<file path="src/rtl/cache_mem_arbiter.sv">
// rtl/cache_mem_arbiter.sv - round-robin arbiter of ICache/DCache misses onto one memory port
// Registered memory request with a per-transaction wait-counter timeout.
module cache_mem_arbiter #(
    parameter int ADDR_W  = 32,
    parameter int DATA_W  = 32,
    parameter int TIMEOUT = 255
) (
    input  logic              clk,
    input  logic              reset,

    input  logic              ic_req,
    input  logic [ADDR_W-1:0] ic_addr,
    output logic              ic_ack,
    output logic [DATA_W-1:0] ic_rdata,
    output logic              ic_err,

    input  logic              dc_req,
    input  logic              dc_we,
    input  logic [ADDR_W-1:0] dc_addr,
    input  logic [DATA_W-1:0] dc_wdata,
    output logic              dc_ack,
    output logic [DATA_W-1:0] dc_rdata,
    output logic              dc_err,

    output logic              mem_req,
    output logic              mem_we,
    output logic [ADDR_W-1:0] mem_addr,
    output logic [DATA_W-1:0] mem_wdata,
    input  logic              mem_ack,
    input  logic [DATA_W-1:0] mem_rdata
);

    typedef enum logic [1:0] {
        IDLE   = 2'd0,
        BUSY_I = 2'd1,
        BUSY_D = 2'd2,
        RESP   = 2'd3
    } state_t;

    // The count seen in the last permitted BUSY cycle; a missing mem_ack there times out.
    localparam logic [7:0] WAIT_LAST = 8'(TIMEOUT - 1);

    state_t     state;
    logic       last_d;
    logic [7:0] wait_cnt;
    logic       grant_i;

    // ICache wins if alone, or on a tie when DCache was served last.
    assign grant_i = ic_req && (!dc_req || last_d);

    always_ff @(posedge clk) begin
        if (reset) begin
            state     <= IDLE;
            last_d    <= 1'b1;
            wait_cnt  <= 8'd0;
            mem_req   <= 1'b0;
            mem_we    <= 1'b0;
            mem_addr  <= '0;
            mem_wdata <= '0;
            ic_ack    <= 1'b0;
            ic_err    <= 1'b0;
            ic_rdata  <= '0;
            dc_ack    <= 1'b0;
            dc_err    <= 1'b0;
            dc_rdata  <= '0;
        end else begin
            ic_ack <= 1'b0;
            ic_err <= 1'b0;
            dc_ack <= 1'b0;
            dc_err <= 1'b0;
            case (state)
                IDLE: begin
                    if (grant_i) begin
                        state     <= BUSY_I;
                        last_d    <= 1'b0;
                        wait_cnt  <= 8'd0;
                        mem_req   <= 1'b1;
                        mem_we    <= 1'b0;
                        mem_addr  <= ic_addr;
                        mem_wdata <= '0;
                    end else if (dc_req) begin
                        state     <= BUSY_D;
                        last_d    <= 1'b1;
                        wait_cnt  <= 8'd0;
                        mem_req   <= 1'b1;
                        mem_we    <= dc_we;
                        mem_addr  <= dc_addr;
                        mem_wdata <= dc_wdata;
                    end
                end
                BUSY_I, BUSY_D: begin
                    // mem_ack takes priority over a timeout landing in the same cycle.
                    if (mem_ack || wait_cnt == WAIT_LAST) begin
                        state   <= RESP;
                        mem_req <= 1'b0;
                        if (state == BUSY_I) begin
                            ic_ack   <= 1'b1;
                            ic_err   <= !mem_ack;
                            ic_rdata <= mem_ack ? mem_rdata : '0;
                        end else begin
                            dc_ack   <= 1'b1;
                            dc_err   <= !mem_ack;
                            dc_rdata <= (mem_ack && !mem_we) ? mem_rdata : '0;
                        end
                    end else begin
                        wait_cnt <= wait_cnt + 8'd1;
                    end
                end
                RESP:    state <= IDLE;
                default: state <= IDLE;
            endcase
        end
    end

endmodule

</file>
<file path="config.mk">
export PLATFORM = sky130hd
export DESIGN_NAME = cache_mem_arbiter
export DESIGN_NICKNAME = d
export VERILOG_FILES = /design/src/rtl/cache_mem_arbiter.sv
export SDC_FILE = /design/constraint.sdc
export NUM_CORES = 1
export LEC_CHECK = 0
export BUFFER_PORTS_ARGS = -buffer_cell sky130_fd_sc_hd__buf_2
export CAP_MARGIN = 40
export CORE_AREA = 2 2 141 88
export DETAILED_ROUTE_END_ITERATION = 8
export DIE_AREA = 0 0 143 90
export PLACE_DENSITY = 0.84
export SYNTH_ARGS = -nofsm -noshare
export SYNTH_HDL_FRONTEND = slang
export SYNTH_SLANG_ARGS = --single-unit
export TNS_END_PERCENT = 50
</file>
<file path="constraint.sdc">
create_clock -name clk -period 2.7 [get_ports clk]
set_input_delay 0 -clock clk [delete_from_list [all_inputs] [get_ports clk]]
set_output_delay 0 -clock clk [all_outputs]
set_load 0.05 [all_outputs]
</file>
==> flow_summary_export.csv <==
group,metric,value,unit
synthesis,synthAdderAreaFrac,1.33,%
placement,dp_hpwl,10900,um
clock_network,cts_max_level,4,
detailed_routing,finalWirelength,18900,um
job,cap_violations,0,
power_and_ir_drop,p_per_area,980,nW/um^2
sta,drv_slew,0,
synthesis,yosys.area.top_type_share,51.3,%
worst_setup_path,cp.depth,7,
sta,post-route-min-period,2.53,ns
worst_setup_path,slowest_stage,"dlygate4sd3_1",
grt,grt_pass1_vias,6182,
layout,final_cell_mix,"266 x buf_2, 145 x dfxtp_1, 132 x dlygate4sd3_1, 70 x nor2_1, 68 x nand2_1",
synthesis,synth_area,5660,sq um
floorplanning,fp.dieH,90,um
clock_network,cts_tree,"built",
placement,place.gp.congestion,0.827,
sta,setup_ws,0.171,ns
worst_setup_path,cpPeakStageDelay,0.62,ns
clock_network,ctsResizeCount,0,
worst_setup_path,worstPathArrival,2.88,ns
synthesis,async_reset_ff_share,0,%
sta,maxSlewHeadroom,65.0,%
clock_network,cts_setup_buffers,0,
floorplanning,die_w,143,um
synthesis,yosys.area.top_type,"dfxtp_1",
synthesis,synth.distinct_cells,39,
clock_network,numCtsBuffers,17,
clock_network,clockBufferDepth,2,
layout,layout_commonest_cell,"buf_2",
layout,utilization,76.8,%
layout,fin_nets,1115,
placement,place_area,7080,sq um
layout,drive_gt1_share,32.2,%
status,status,"finished clean",
worst_setup_path,startpoint_type,"register",
min_path,hold_path_depth,3,
detailed_routing,dr.pass1.iters,6,
synthesis,yosys.area_share.simple,18.2,%
grt,grt_overflow_total,0,
floorplanning,ioPinCount,268,
worst_setup_path,crit_chain,"inv_1 > ha_1 > o21a_2 > buf_12 > nor2_1 > a311oi_1 > dlygate4sd3_1",
worst_setup_path,path_max_fanout,44,
placement,io_buffers,267,
worst_setup_path,cp.required,3.05,ns
grt,grt_usage,28.7,%
placement,place_ws,0.505,ns
floorplanning,initial_core_util,48.4,%
synthesis,synth_compound_area_share,18.7,%
worst_setup_path,crit_family,"buffers and inverters",
worst_setup_path,path_buf_inv,3,
detailed_routing,via_per_inst,5.36,
sta,clock.fmax,395,MHz
grt,grt_antenna_before_repair,0,
synthesis,postSynthCellCount,597,
sta,fin_worst_skew,0.0145,ns
clock_network,clk_pin_slew,0.06,ns
sta,rsz0062_at_grt,"no",
synthesis,synth_xor_area_share,0,%
synthesis,avgSynthCellArea,9.47,sq um
worst_setup_path,rr_worst_depth,7,
synthesis,synth_top_family_by_area,"compound AO/OA/AOI/OAI gates",
detailed_routing,drc,0,
grt,grt_pass1_wl,30000,um
worst_setup_path,critPathKind,"register to register",
floorplanning,coreArea,11700,sq um
sta,setup_tns,0,ns
grt,grt_max_degree,45,
synthesis,synth-edff-count,0,
layout,diodes,0,
power_and_ir_drop,peakVddDrop,0.638,mV
synthesis,syn-num-nets,737,
detailed_routing,wl_per_cell,16.4,um
synthesis,synth-seq-area-share,51.3,%
floorplanning,row_count,31,
sta,whs,0.0410,ns
power_and_ir_drop,p_leak,4.18,nW
synthesis,synth_area_leaders,"dfxtp_1 51%, mux2i_1 5.7%, a22o_1 5.0%",
min_path,hold_path.class,"primary input to register",
clock_network,hold_buffers,132,
layout,nFillCells,772,
floorplanning,dieArea,12900,sq um
sta,worst_pin_slew,0.524,ns
sta,period_share,93.7,%
sta,finalHoldViolCount,0,
layout,fin_area,8970,sq um
clock_network,root_buffer,"clkbuf_16",
sta,final-setup-viol-count,0,
clock_network,clkLatencyLatePin,0.41,ns
layout,layout-area-overhead-vs-synth,58.6,%
clock_network,clock-sinks,145,
worst_setup_path,endpoint_kind,"register",
detailed_routing,vias,6175,
detailed_routing,drtIter0Drc,337,
synthesis,synth.area.mux_share,5.66,%
synthesis,ys_ff_latch,145,
synthesis,yosys_warnings,0,
synthesis,synthFlopType,"dfxtp_1",
detailed_routing,ant_nets,0,
Yosys cell counts, types with 3 or more instances:
library cell	count
dfxtp_1	145
nor2_1	70
nand2_1	68
nand2b_1	37
nand3_1	35
a22oi_1	33
a22o_1	32
a311oi_1	32
mux2i_1	32
clkbuf_1	27
buf_2	14
a31oi_1	6
ha_1	6
a21oi_1	5
buf_1	5
inv_1	5
o21ai_0	5
a41oi_1	4
buf_6	4
and3_1	3
nor2b_1	3
o21ai_1	3
metrics by stage:
stage / cells / power (mW)
finish: 1153 / 8.79
global route: 1153 / 9.16
CTS: 1153 / 8.73
detailed placement: 989 / 6.13
global placement: 988 / 6.07
floorplan: 597 / 5.37
worst paths after layout:
| path | end | slack [ns] | start |
|---|---|---|---|
| max | mem_addr[15] | 0.17 | state[1] |
| min | dc_err | 0.04 | mem_ack |
| max reg2reg | mem_addr[15] | 0.17 | state[1] |
| min reg2reg | dc_rdata[15] | 0.47 | dc_rdata[15] |
state kept, by name, indices dropped and copies added, names as in the netlist:
signal     cells
dc_rdata      32
ic_rdata      32
mem_addr      32
mem_wdata     32
wait_cnt       8
state          2
dc_ack         1
dc_err         1
ic_ack         1
ic_err         1
last_d         1
mem_req        1
mem_we         1
logic make-up after synthesis:
kind of cell / Yosys count
fa+ha+maj: 6
flops: 145
compound gates: 133
simple gates: 224
buf+inv: 57
mux: 32
power by group:
part,internal [mW],switching (mW)
Clock,1.31,0.945
Combinational,1.19,2.58
Sequential,2.55,0.215
per-layer routing:
metal,vias to the layer above,wire (um),track usage [%]
met4,0,505,12.2
met5,-,0,0
li1,2889,-,-
met1,2927,7850,33.9
met3,51,1260,7.35
met2,308,9310,49.4
final cells by class:
class	instances	area (sq um)	area share, %
Clock buffer	19	443	4.94
Clock inverter	13	129	1.44
Inverter	5	18.8	0.209
Multi-Input combinational cell	395	2490	27.8
Sequential cell	145	2900	32.4
Tap cell	165	206	2.30
Timing Repair Buffer	411	2780	30.9
worst min-delay path, cell delays in order:
cell	delay, ns
buf_2	0.15
nor2_1	0.09
and2_1	0.15
Power figures use the tool's default switching activity.
